File: src/rtl/onehot_req_debouncer_pkg.sv
// Shared types for the request debouncer and the downstream 4-to-2 encoder.
package onehot_req_debouncer_pkg;

    localparam int N_LINES = 4;

    typedef logic [N_LINES-1:0] onehot_t;
    typedef logic [1:0]         code_t;

    typedef enum logic {
        ST_IDLE = 1'b0,
        ST_HOLD = 1'b1
    } out_state_t;

endpackage

File: src/rtl/onehot_req_debouncer_if.sv
// Valid/ready event channel from the debouncer to the encoder.
interface onehot_req_debouncer_if;
    import onehot_req_debouncer_pkg::*;

    onehot_t out_onehot;
    logic    out_valid;
    logic    out_ready;

    modport master (output out_onehot, output out_valid, input out_ready);
    modport slave  (input out_onehot, input out_valid, output out_ready);

endinterface

File: src/rtl/onehot_req_debouncer_line_debouncer.sv
// One request line: 2-flop synchroniser, stability counter, debounced level and press pulse.
module line_debouncer #(
    parameter int DEBOUNCE_CYCLES = 1000
) (
    input  logic clk,
    input  logic rst_n,
    input  logic raw,
    output logic rise
);

    localparam int CNT_W = $clog2(DEBOUNCE_CYCLES + 1);
    localparam logic [CNT_W-1:0] CNT_LAST = CNT_W'(DEBOUNCE_CYCLES - 1);

    logic             s1;
    logic             s2;
    logic             db;
    logic [CNT_W-1:0] cnt;
    logic             accept;

    // rise is combinational so the press lands in pend on the same edge db flips
    assign accept = (s2 != db) && (cnt == CNT_LAST);
    assign rise   = accept && s2;

    always_ff @(posedge clk) begin
        if (!rst_n) begin
            s1  <= 1'b0;
            s2  <= 1'b0;
            db  <= 1'b0;
            cnt <= '0;
        end else begin
            s1 <= raw;
            s2 <= s1;
            if (s2 == db) begin
                cnt <= '0;
            end else if (accept) begin
                db  <= s2;
                cnt <= '0;
            end else begin
                cnt <= cnt + CNT_W'(1);
            end
        end
    end

endmodule

File: src/rtl/onehot_req_debouncer.sv
// Debounces N request lines and delivers each press as a one-hot event over valid/ready,
// arbitrating pending presses round-robin.
module onehot_req_debouncer
    import onehot_req_debouncer_pkg::*;
#(
    parameter int DEBOUNCE_CYCLES = 1000
) (
    input  logic                           clk,
    input  logic                           rst_n,
    input  onehot_t                        in_raw,
    onehot_req_debouncer_if.master         bus,
    output logic                           overrun
);

    // state   | meaning
    // ST_IDLE | no event presented, out_valid=0
    // ST_HOLD | event presented on out_onehot, waiting for out_ready

    out_state_t state;
    onehot_t    press;
    onehot_t    pend;
    onehot_t    onehot_q;
    logic       valid_q;
    code_t      rr_ptr;

    onehot_t    win_oh;
    code_t      win_idx;
    logic       found;
    logic       grant_en;
    onehot_t    grant_oh;

    for (genvar i = 0; i < N_LINES; i++) begin : g_line
        line_debouncer #(
            .DEBOUNCE_CYCLES (DEBOUNCE_CYCLES)
        ) u_line (
            .clk   (clk),
            .rst_n (rst_n),
            .raw   (in_raw[i]),
            .rise  (press[i])
        );
    end

    // rr_ptr holds the first index to search, i.e. last granted + 1
    always_comb begin
        code_t idx;
        win_oh  = '0;
        win_idx = '0;
        found   = 1'b0;
        idx     = '0;
        for (int k = 0; k < N_LINES; k++) begin
            idx = rr_ptr + code_t'(k);
            if (!found && pend[idx]) begin
                found       = 1'b1;
                win_oh[idx] = 1'b1;
                win_idx     = idx;
            end
        end
    end

    assign grant_en = found && ((state == ST_IDLE) || bus.out_ready);
    assign grant_oh = grant_en ? win_oh : '0;

    always_ff @(posedge clk) begin
        if (!rst_n) begin
            state    <= ST_IDLE;
            pend     <= '0;
            rr_ptr   <= '0;
            onehot_q <= '0;
            valid_q  <= 1'b0;
            overrun  <= 1'b0;
        end else begin
            // a press on a line granted this edge re-arms it rather than overrunning
            pend    <= (pend & ~grant_oh) | press;
            overrun <= |(press & pend & ~grant_oh);

            case (state)
                ST_IDLE: begin
                    if (grant_en) begin
                        onehot_q <= win_oh;
                        valid_q  <= 1'b1;
                        rr_ptr   <= win_idx + code_t'(1);
                        state    <= ST_HOLD;
                    end
                end
                ST_HOLD: begin
                    if (bus.out_ready) begin
                        if (grant_en) begin
                            onehot_q <= win_oh;
                            rr_ptr   <= win_idx + code_t'(1);
                        end else begin
                            onehot_q <= '0;
                            valid_q  <= 1'b0;
                            state    <= ST_IDLE;
                        end
                    end
                end
                default: begin
                    onehot_q <= '0;
                    valid_q  <= 1'b0;
                    state    <= ST_IDLE;
                end
            endcase
        end
    end

    assign bus.out_onehot = onehot_q;
    assign bus.out_valid  = valid_q;

endmodule

File: src/flat_wrapper.sv
// flat-port wrapper written by rule: the top's interface ports become plain ports
module onehot_req_debouncer_flat import onehot_req_debouncer_pkg::*;
#(
    parameter int DEBOUNCE_CYCLES = 1000
)
  (clk, rst_n, in_raw, overrun, bus_out_onehot, bus_out_valid, bus_out_ready);
  onehot_req_debouncer_if bus_i ();
  input  logic clk;
  input  logic rst_n;
  input  onehot_t in_raw;
  output logic overrun;
  output wire logic [$bits(bus_i.out_onehot)-1:0] bus_out_onehot;
  output wire logic [$bits(bus_i.out_valid)-1:0] bus_out_valid;
  input wire logic [$bits(bus_i.out_ready)-1:0] bus_out_ready;
  assign bus_out_onehot = bus_i.out_onehot;
  assign bus_out_valid = bus_i.out_valid;
  assign bus_i.out_ready = bus_out_ready;
  onehot_req_debouncer #(.DEBOUNCE_CYCLES(DEBOUNCE_CYCLES)) u_core (.clk(clk), .rst_n(rst_n), .in_raw(in_raw), .bus(bus_i), .overrun(overrun));
endmodule
File: config.mk
export PLATFORM = sky130hd
export DESIGN_NAME = onehot_req_debouncer_flat
export DESIGN_NICKNAME = d
export VERILOG_FILES = /design/src/rtl/onehot_req_debouncer_pkg.sv /design/src/rtl/onehot_req_debouncer_if.sv /design/src/rtl/onehot_req_debouncer_line_debouncer.sv /design/src/rtl/onehot_req_debouncer.sv /design/src/flat_wrapper.sv
export SDC_FILE = /design/constraint.sdc
export NUM_CORES = 1
export LEC_CHECK = 0
export CORE_MARGIN = 2
export CORE_UTILIZATION = 54
export DETAILED_ROUTE_END_ITERATION = 10
export PLACE_DENSITY = 0.78
export RECOVER_POWER = 25
export SLEW_MARGIN = 20
export SYNTH_ARGS = -nofsm -noshare
export SYNTH_HDL_FRONTEND = slang
export SYNTH_SLANG_ARGS = --single-unit
File: constraint.sdc
create_clock -name clk -period 6.5 [get_ports clk]
set_input_delay 0.65 -clock clk [delete_from_list [all_inputs] [get_ports clk]]
set_output_delay 0.65 -clock clk [all_outputs]
set_load 0.02 [all_outputs]
Word level (Yosys, flattened, before mapping). Index checks and enable logic that the tools add are counted.

Add/sub/neg operators: 8. $lt $le $gt $ge: 8. Equal/unequal tests: 15. Muxes and demuxes: 42. Bitwise logic cells: 14. Reduce and logical (&&, ||, !) cells: 31.

Operators with widths (number): $add 10x1->10 const B (4); $eq 10x10->1 const B (4); $mux 4 (7); $mux 1 (17); $logic_and 1x1->1 (16); $or 4x4->4 (4); $and 4x4->4 (3); $lt 2x3->1 const B (4); $mux 2 (6); $reduce_or 3->1 (4); $reduce_and 2->1 (5); $bmux 1 s2 (4); $demux 1 s2 (4); $ge 2x1->1 const B (4); $pmux 4 s2 (1); $not 1->1 (6); $add 2x1->2 const B (2); $add 2x2->2 const B (2); $eq 1x1->1 (4); $ne 1x1->1 (4); $ne 2x2->1 const B (2); $not 4->4 (1); $pmux 1 s2 (2); $pmux 2 s2 (1); 5 further kinds (7).

Register bits after elaboration: 65. Input bits: 7. Logic and storage cells: 140.

Logic depth before layout (Yosys ltp).
Depth in word-level cells: 17. Depth in mapped cells: 10.

Hierarchy. Synthesis repeated with hierarchy kept, for this count alone.

Cell total of the unflattened synthesis: 361. Area, all modules: 3470.8 um^2.

Modules (own cells, without submodules): line_debouncer (instances 4, cells an instance 60, area each 601.8 um^2, seq. area each 260.2 um^2); onehot_req_debouncer (instances 1, cells an instance 121, area each 1063.5 um^2, seq. area each 260.2 um^2).

Worst setup path before layout. Ideal clock, no wire load.

Kind: flip-flop to flip-flop. Start point: reg u_core.rr_ptr[0]. End point: reg u_core.overrun. Data arrival time: 2690 ps. Path slack: 3685 ps. Cell stages (with the launch flop): 11. Path buffers: 2. Period minus slack after synthesis: 2815 ps. Cells stage by stage: dfxtp_1 > buf_6 > inv_1 > ha_1 > buf_6 > or3b_4 > a2111oi_4 > o21ai_2 > a41o_1 > and3_1 > o41a_1.

Word-level cells in the longest chain between the ends: 17.

RTL lines: start, declared (line onehot_req_debouncer.sv:24) `code_t rr_ptr;`; start signal, assigned (line onehot_req_debouncer.sv:81) `rr_ptr <= win_idx + code_t'(1);`; start signal, assigned (line onehot_req_debouncer.sv:89) `rr_ptr <= win_idx + code_t'(1);`; parallel branches: the longest is 13 deep, another holds $lt 2x3->1; $mux 4 * (line onehot_req_debouncer.sv:61) `assign grant_oh = grant_en ? win_oh : '0;`; $not 4->4 * (line onehot_req_debouncer.sv:74) `overrun <= |(press & pend & ~grant_oh);`; $and 4x4->4 * (line onehot_req_debouncer.sv:74); $reduce_or 4->1 * (line onehot_req_debouncer.sv:74); end signal, assigned (line onehot_req_debouncer.sv:74); end, declared (line onehot_req_debouncer.sv:12) `output logic overrun`.

Mark *: on every way between the ends. The select of a mux whose other input is x is not followed. A chain may end at the register's enable or synchronous reset.

Worst setup path in the final report. Same ends and word-level chain as after synthesis.

==> results_dict.tcl <==
set metrics [dict create \
    ir_drop_uv 223.8 \
    ys_ff_latch 65 \
    synth_edf_count 0 \
    cts_buffers 9 \
    vias_per_cell 5.524 \
    worst_slew_pin_slew_ns 0.8165 \
    path_class "reg -> reg" \
    fin_cells 443 \
    seq_area_um2 1301 \
    pre_cts_slack_ns 3.056 \
    remaining_drc_errors 0 \
    setup_slack_ns 3.008 \
    maxCapViolations 0 \
    max_slew_margin_pct 45.57 \
    htree_levels 3 \
    ys_types 45 \
    place_congestion 0.7924 \
    grt_usage_pct 20.00 \
    dieHeight_um 80.81 \
    core_area_um2 5608 \
    die_x_um 80.81 \
    hold_end "u_core.g_line[0].u_line.s2" \
    power.total_uw 770.1 \
    cts_max_path_buffers 2 \
    powerDensity_nw_per_um2 218.3 \
    multiInputGateArea_um2 1772 \
    antenna_found_initial 0 \
    synthCells 353 \
    drtPass1Iterations 5 \
    r2r-start "u_core.rr_ptr[0]" \
    fin_crit_sh_pct 53.72 \
    end_kind "flop" \
    timing.hold.ws_ns 0.4322 \
    grt_pass1_vias 2306 \
    place_hpwl_um 4140 \
    wl_um 5749 \
    drv_slew 0 \
    leakage_nw 1.230 \
    rr_worst_depth 8 \
    clock_sinks 65 \
    final_layout_size_suffix_gt1_share_pct 6.469 \
    synthTopCellsByArea "dfxtp_1 (41%), xor2_1 (5.5%), nor2_1 (4.9%)" \
    hold_class "reg -> reg" \
    status "complete, no violations" \
    r2r-end "u_core.overrun" \
    setup_viol 0 \
    synth_sequential_area_ratio_pct 40.85 \
    area_growth_pct 10.76 \
    start_kind "flop" \
    whs_path_depth 1 \
    avgRoutedWirePerCell_um 12.98 \
    ys_warn_count 0 \
    diodes 0 \
    nFillCells 496 \
    cts_resized 0 \
    min_period_ns 3.492 \
    cp.required_ns 6.72 \
    hp-start "u_core.g_line[0].u_line.s1" \
    final_area_um2 3528 \
    num_rows 27 \
    dp.cells 427 \
    first_iter_violations 87 \
    grt_pass1_wl_um 10150 \
    fin_skew_ns 0.006353 \
    cts_setup_buffers 0 \
    synth_area_um2 3186 \
    synth.top_cell.area_share_pct 40.85 \
    cts.clk_slew.worst_paths_ns 0.07 \
    yosysTopAreaCell "dfxtp_1" \
    placed_cell_area_um2 3317 \
    synthArstFlopShare_pct 0 \
    placement.io_buffers 12 \
    vias 2447 \
    hold_buffers 0 \
    cp_max_fo 13 \
    syn_nets 370 \
    ant_nets 0 \
    finalHoldViolCount 0 \
    ys.flop_type "dfxtp_1" \
    final_nets 383 \
    grt_overflow 0 \
    r2r_setup_slack_ns 3.01 \
    rsz0062_at_grt "no" \
    dieArea_um2 6529 \
    avgSynthCellArea_um2 9.024 \
    worstSetupStartpoint "u_core.rr_ptr[0]" \
    clk-insertion-delay-late_ns 0.34 \
    cts_tree "yes" \
    num_io_pins 13 \
    fin_tns_setup_ns 0 \
    arrival_ns 3.72 \
    start_util_pct 56.80 \
    max_freq_mhz 286.4 \
    grt_max_degree 25 \
    cts.root.buffer_cell "clkbuf_8" \
    fin_util_pct 62.92 \
]
==> cells in the final DEF, fill, tap and decap left out, types with 9 or more instances in the layout <==
cell type        instances
clkdlybuf4s50_1         11
nor2_1                  42
and3_1                  12
o21ai_0                 21
a21oi_1                 11
and2_1                  15
xnor2_1                 11
clkbuf_8                12
mux2i_1                  9
dfxtp_1                 65
nor3b_1                 12
xor2_1                  20
nand2_1                 17
nand3_1                 22
ha_1                    10
nor2b_1                 10
==> worst max-delay path: stages (launching register included) <==
cell and delay [ns]:
dfxtp_1 0.59, inv_1 0.25, ha_1 0.59, mux4_1 0.81, nor3b_1 0.24, o21ai_0 0.10
a41o_1 0.24, and3_1 0.17, o41a_1 0.38
==> kinds of logic after synthesis <==
| kind of cell | after synthesis | synth area share (%) |
|---|---|---|
| simple gates | 163 | 27.65 |
| flops | 65 | 40.85 |
| compound gates | 55 | 11.51 |
| xor+xnor | 31 | 8.523 |
| buf+inv | 18 | 3.535 |
| mux | 11 | 4.007 |
| fa+ha+maj | 10 | 3.928 |
==> power breakdown <==
group	leakage (nW)	internal, mW	switching (mW)	total (mW)
clock	0.105	0.208	0.147	0.355
sequential	0.525	0.401	0.00168	0.403
combinational	0.600	0.00655	0.00569	0.0122
==> cell usage after synthesis (3+ instances only) <==
cell	instances
dfxtp_1	65
nor2_1	42
nand3_1	22
o21ai_0	21
xor2_1	20
nand2_1	17
and2_1	16
and3_1	12
nor3b_1	12
a21oi_1	11
xnor2_1	11
ha_1	10
nor2b_1	10
mux2i_1	9
nand4_1	8
inv_1	7
or3_1	7
a21boi_0	6
nand3b_1	5
buf_6	4
a22oi_1	3
buf_4	3
clkbuf_1	3
nor3_1	3
==> flip-flops by register name, indices dropped and copies added (netlist names) <==
| name | flops |
|---|---|
| u_core.g_line.u_line.cnt | 40 |
| u_core.bus.out_onehot | 4 |
| u_core.overrun | 1 |
| u_core.rr_ptr | 2 |
| u_core.g_line.u_line.s2 | 4 |
| u_core.pend | 4 |
| u_core.bus.out_valid | 1 |
| u_core.g_line.u_line.db | 4 |
| u_core.state | 1 |
| u_core.g_line.u_line.s1 | 4 |
==> how the worst max path moves through the flow <==
stage / endpoint / slack (ns)
final: u_core.overrun / 3.01
after global routing: u_core.overrun / 2.77
after CTS: u_core.overrun / 3.05
after detailed placement: u_core.overrun / 3.06
after global placement: u_core.overrun / 3.19
after floorplan: u_core.overrun / 3.68
==> area by class of cell <==
type                    count  area share (%)
flip-flops and latches     65           36.88
multi-input cells         270           50.21
clock inverters             4           1.418
well taps                  72           2.553
repair buffers             13           3.511
inverters                   7          0.7447
clock buffers              12           4.681
==> layer usage <==
metal / wire length, µm / global-route usage [%] / vias to the layer above
met5: 0 / 0 / -
met4: 127 / 9.492 / 0
li1: - / - / 1265
met3: 245 / 5.111 / 17
met2: 2736 / 33.14 / 59
met1: 2640 / 24.28 / 1106
(Power assumes the default switching activity.)
==> RTL edit 1: new RTL, same settings <==
Reset style: asynchronous (`rst_n`), changed in 2 clocked blocks.
--- a/src/rtl/onehot_req_debouncer_line_debouncer.sv
+++ b/src/rtl/onehot_req_debouncer_line_debouncer.sv
@@ -21,7 +21,7 @@
     assign accept = (s2 != db) && (cnt == CNT_LAST);
     assign rise   = accept && s2;
 
-    always_ff @(posedge clk) begin
+    always_ff @(posedge clk or negedge rst_n) begin
         if (!rst_n) begin
             s1  <= 1'b0;
             s2  <= 1'b0;
--- a/src/rtl/onehot_req_debouncer.sv
+++ b/src/rtl/onehot_req_debouncer.sv
@@ -60,7 +60,7 @@
     assign grant_en = found && ((state == ST_IDLE) || bus.out_ready);
     assign grant_oh = grant_en ? win_oh : '0;
 
-    always_ff @(posedge clk) begin
+    always_ff @(posedge clk or negedge rst_n) begin
         if (!rst_n) begin
             state    <= ST_IDLE;
             pend     <= '0;
Function: no difference found for any inputs over 10 cycles, from zero or initial values and one cycle with rst_n low; that may be too few to reach the edited logic, so the function may still have changed.
==> RTL edit 1 against the unedited design <==
The flow now finishes with violations (capacitance limit, slew limit); cell area up 3.4%; global-route usage down 0.52 points; count of clock-buffer cells in the layout decreased by 3; sequential share of layout area increased by 7.7 points; non-clock buffer count unchanged; critical path depth is 6 lower; worst setup slack better by 0.064 ns; area after synthesis increased by 2.4%; first-iteration DRC count is 37% higher; sequential cell count unchanged; routed wire length shrank 3.1%; largest cell class is now sequential cells.
Power is not compared: it rests on default switching activity, and its combinational part moved more than twofold at a synthesized area within 25%.
==> RTL edit 1: results (changes against the unedited design) <==
cp_max_fo: 65  # +52
rr_startpoint: "u_core.rr_ptr[0]"
failed_checks: "capacitance limit, slew limit"
wl_met1_um: 2670  # +1.1%
slowest_stage: "clkbuf_1"
synth_fa_ha_area_share_pct: 3.84  # -0.090 points
synth_top_area_share_pct: 49.9  # +9.0 points
fillers: 485  # -2.2%
synth_compound_area_share_pct: 7.52  # -4.0 points
dpl.cell_count: 398  # -6.8%
critPathLaunch: "rst_n"
drt_iter0_drc: 119  # +37%
first_pass_iters: 4  # -1
async_flop_share_pct: 100  # +100 points
min_to: "u_core.g_line[3].u_line.s2"
synth.area.top_cells: "dfrtp_1 50%, nor2_1 5.3%, xor2_1 4.6%, xnor2_1 4.3%, ha_1 3.8%"
r2r-end: "u_core.overrun"
cp.arrival_ns: 3.12  # -0.60 ns
max_slew_margin_pct: -123  # -170 points
outcome: "complete, but fails checks"
layout-drive-gt1-share_pct: 10.6  # +4.2 points
netlist_instances: 320  # -9.3%
vias: 2272  # -7.2%
maxSlewViolCount: 66  # +66
crit_family: "buffers and inverters"
syn_nets: 337  # -8.9%
grt_start_max_net_pins: 66  # +160%
fin_worst_skew_ns: 0.00976  # +0.00340 ns
synthMuxAreaShare_pct: 4.37  # +0.37 points
drv_cap: 1  # +1
synthXorXnorAreaFrac_pct: 8.86  # +0.34 points
grtUsageMet3_pct: 5.38  # +0.27 points
synthTopCellsByCount: "65 x dfrtp_1, 46 x nor2_1, 31 x nand2_1, 17 x nand3_1, 17 x xor2_1"
dr_wl_met3_um: 145  # -41%
fin_nets: 351  # -8.4%
gp_congestion: 0.907  # +14%
whs_path_depth: 0  # -1
hpwl_um: 3740  # -9.6%
[RTL edit 1: changes by cell type in the layout (fill, tap and decap cells not counted), moves of 5 or more]
cell | before | now
dfrtp_1 | 0 | 65
dfxtp_1 | 65 | 0
o21ai_0 | 21 | 5
and2_1 | 15 | 1
nand2_1 | 17 | 31
nor3b_1 | 12 | 1
a21boi_0 | 6 | 0
mux2i_1 | 9 | 3
nor2b_1 | 10 | 4
nand3_1 | 22 | 17
xnor2_1 | 11 | 16
[RTL edit 1: stage by stage]
stage               setup slack [ns]  utilization, %  instance area, µm²
floorplan                       4.18               -                3260
global placement                3.97            58.2                3430
detailed placement              3.88            58.2                3430
CTS                             3.86            62.1                3650
global route                    2.28            62.0                3650
finish                          3.07            62.0                3650
[RTL edit 1: worst max path at each step]
stage	slack, ns	depth (start not counted)	end
floorplan	4.18	10	u_core.overrun
CTS	3.86	8	u_core.overrun
global placement	3.97	8	u_core.overrun
global route	2.28	2	u_core.bus.out_onehot[2]
finish	3.07	2	u_core.overrun
detailed placement	3.88	8	u_core.overrun
[RTL edit 1: power breakdown]
group / total, mW / switching [mW] / leakage (nW) / internal, mW
Sequential: 0.482 / 0.0485 / 0.870 / 0.434
Combinational: 0.226 / 0.128 / 0.621 / 0.0982
Clock: 0.378 / 0.159 / 0.110 / 0.219
Total: 1.09 / 0.336 / 1.60 / 0.751
[RTL edit 1: final cells by class]
type,count,area [µm²],area share (%)
Sequential cell,65,1630,44.6
Timing Repair Buffer,13,119,3.26
Multi-Input combinational cell,238,1560,42.7
Clock buffer,9,124,3.39
Inverter,7,26.3,0.720
Clock inverter,7,103,2.81
Tap cell,75,93.8,2.57
==> RTL edit 2: new RTL, same flow settings <==
Made on the original files. `DEBOUNCE_CYCLES` is set to 1000 in 3 places; all go to 4000.
--- a/src/rtl/onehot_req_debouncer_line_debouncer.sv
+++ b/src/rtl/onehot_req_debouncer_line_debouncer.sv
@@ -1,6 +1,6 @@
 // One request line: 2-flop synchroniser, stability counter, debounced level and press pulse.
 module line_debouncer #(
-    parameter int DEBOUNCE_CYCLES = 1000
+    parameter int DEBOUNCE_CYCLES = 4000
 ) (
     input  logic clk,
     input  logic rst_n,
--- a/src/rtl/onehot_req_debouncer.sv
+++ b/src/rtl/onehot_req_debouncer.sv
@@ -3,7 +3,7 @@
 module onehot_req_debouncer
     import onehot_req_debouncer_pkg::*;
 #(
-    parameter int DEBOUNCE_CYCLES = 1000
+    parameter int DEBOUNCE_CYCLES = 4000
 ) (
     input  logic                           clk,
     input  logic                           rst_n,
--- a/src/flat_wrapper.sv
+++ b/src/flat_wrapper.sv
@@ -1,7 +1,7 @@
 // flat-port wrapper written by rule: the top's interface ports become plain ports
 module onehot_req_debouncer_flat import onehot_req_debouncer_pkg::*;
 #(
-    parameter int DEBOUNCE_CYCLES = 1000
+    parameter int DEBOUNCE_CYCLES = 4000
 )
   (clk, rst_n, in_raw, overrun, bus_out_onehot, bus_out_valid, bus_out_ready);
   onehot_req_debouncer_if bus_i ();
Function: no difference found for any inputs over 10 cycles, from zero or initial values and one cycle with rst_n low; that may be too few to reach the edited logic, so the function may still have changed.
==> RTL edit 2 against the unedited design <==
Die area grew 9.8%; clock power is essentially flat; routed wire length grew 6.7%; critical path type unchanged; synthesized cell count grew 9.3%; hold slack gained 0.0018 ns; cell area grew 9.0%; first-iteration DRC count grew 48%; total power grew 6.3%; non-clock buffer count shrank 1; area after synthesis grew 10%; global-route usage shrank 1.9 points; sequential cell count grew 8; worst setup slack gained 0.066 ns; critical path depth shrank 1.
==> RTL edit 2: results (changes against the unedited design) <==
outcome: "finished, final reports clean"
vdd_drop_max_v: 0.000164  # -27%
synth.area.top_cells: "dfxtp_1 42%, nor2_1 7.5%, xor2_1 6.2%, xnor2_1 4.5%, ha_1 3.6%"
rrSetupSlack_ns: 3.07  # +0.07 ns
switching_share_pct: 22.3  # +2.2 points
synthTopCellsByCount: "73 x dfxtp_1, 70 x nor2_1, 25 x xor2_1, 24 x nand2_1, 18 x xnor2_1"
dr_wl_met3_um: 255  # +4.1%
grt_pass1_vias: 2402  # +4.2%
ys_warn_count: 0  # unchanged
async_flop_share_pct: 0  # unchanged
htree_levels: 3  # unchanged
wl_met1_um: 2940  # +11%
drt-total-wl_um: 6130  # +6.7%
rr_startpoint: "u_core.rr_ptr[0]"
cp_max_fo: 16  # +3
numCtsBuffers: 9  # unchanged
seq_area_frac_synth_pct: 41.6  # +0.72 points
fin_nets: 412  # +7.6%
fin_worst_skew_ns: 0.0125  # +0.00611 ns
ctsResizeCount: 0  # unchanged
r2r_cells: 7  # -1
synthXorXnorAreaFrac_pct: 10.7  # +2.2 points
regMostFlops: "u_core.g_line.u_line.cnt"
first_pass_iters: 4  # -1
numPortBuffers: 12  # unchanged
hpwl_um: 4190  # +1.1%
largest_reg_flops: 48  # +20%
gp_congestion: 0.912  # +15%
drt_iter0_drc: 129  # +48%
track_usage_pct: 18.1  # -1.9 points
dpl-instance-area_um2: 3640  # +9.9%
layout-drive-gt1-share_pct: 7.50  # +1.0 points
ys.flop_type: "dfxtp_1"
cp.arrival_ns: 3.64  # -0.08 ns
grt_first_pass_wirelength_um: 10700  # +5.1%
synthMuxAreaShare_pct: 5.37  # +1.4 points
root_buffer: "clkbuf_8"
power_leakage_nw: 1.30  # +5.5%
ys_types: 56  # +24%
synth_compound_area_share_pct: 9.68  # -1.8 points
worstHoldPathType: "flop to flop"
worst_slew_pin_slew_ns: 0.666  # -0.150 ns
syn_nets: 403  # +8.9%
vias: 2634  # +7.6%
grt_start_max_net_pins: 20  # -20%
wl_met2_um: 2840  # +3.9%
insertedDiodeCount: 0  # unchanged
fillers: 555  # +12%
synth_fa_ha_area_share_pct: 3.56  # -0.37 points
## RTL edit 2: cell types whose count changed after synthesis, sizes merged, moves of 6 or more
cell,before,now
nor2,42,70
xnor2,11,18
nand2,17,24
dfxtp,65,73
and2,18,11
o21ai,22,7
nor3b,12,3
nor2b,10,3
and4,0,6
## RTL edit 2: layer usage
layer  GRT usage, %  vias to the layer above
li1               -                     1359
met1           23.6                     1215
met2           28.3                       48
met3           5.01                       12
met4           7.36                        0
met5              0                        -
## RTL edit 2: logic make-up (layout without fill, tap and decap cells)
group / after synthesis / after routing
mux: 14 / 14
xor+xnor: 43 / 43
compound gates: 44 / 44
simple gates: 179 / 179
buf+inv: 23 / 37
flops: 73 / 73
fa+ha+maj: 10 / 10
## RTL edit 2: final cells by class
class	instances	area (µm²)	area share [%]
multi-input combinational	290	1930	50.3
sequential	73	1460	38.0
clock buffer	9	124	3.22
timing repair buffer	12	120	3.12
tap	77	96.3	2.50
clock inverter	7	77.6	2.02
inverter	9	33.8	0.878
## RTL edit 2: stage by stage
stage | utilization [%] | setup WS [ns] | instances
6_report | 60.9 | 3.07 | 477
3_5_place_dp | 57.7 | 3.10 | 461
4_1_cts | 60.9 | 3.12 | 477
5_1_grt | 60.9 | 2.82 | 477
2_1_floorplan | - | 3.83 | 386
3_3_place_gp | 57.7 | 3.28 | 461
## RTL edit 2: how the worst min path moves through the flow
stage	from	end	slack [ns]	cells past startpoint
2_1_floorplan	u_core.g_line[0].u_line.s1	u_core.g_line[0].u_line.s2	0.41	1
3_3_place_gp	u_core.g_line[1].u_line.s1	u_core.g_line[1].u_line.s2	0.42	1
3_5_place_dp	u_core.g_line[3].u_line.s1	u_core.g_line[3].u_line.s2	0.42	1
4_1_cts	u_core.g_line[3].u_line.s1	u_core.g_line[3].u_line.s2	0.43	1
5_1_grt	u_core.g_line[0].u_line.cnt[0]	u_core.g_line[0].u_line.cnt[0]	0.46	1
6_report	u_core.g_line[3].u_line.s1	u_core.g_line[3].u_line.s2	0.43	1
## RTL edit 2: critical path: stages, from the launching register on
cell	delay [ns]
dfxtp_1	0.71
inv_1	0.28
ha_1	0.62
mux4_2	0.67
a2111oi_0	0.60
nand3b_1	0.18
a311o_1	0.13
a41oi_2	0.10
## RTL edit 2: power groups by stage
stage,clock network (mW),registers (mW),logic [mW]
6_report,0.355,0.452,0.0121
3_5_place_dp,0,0.462,0.0125
4_1_cts,0.364,0.452,0.0125
3_3_place_gp,0,0.462,0.0123
5_1_grt,0.384,0.452,0.0137
2_1_floorplan,0,0.462,0.00744
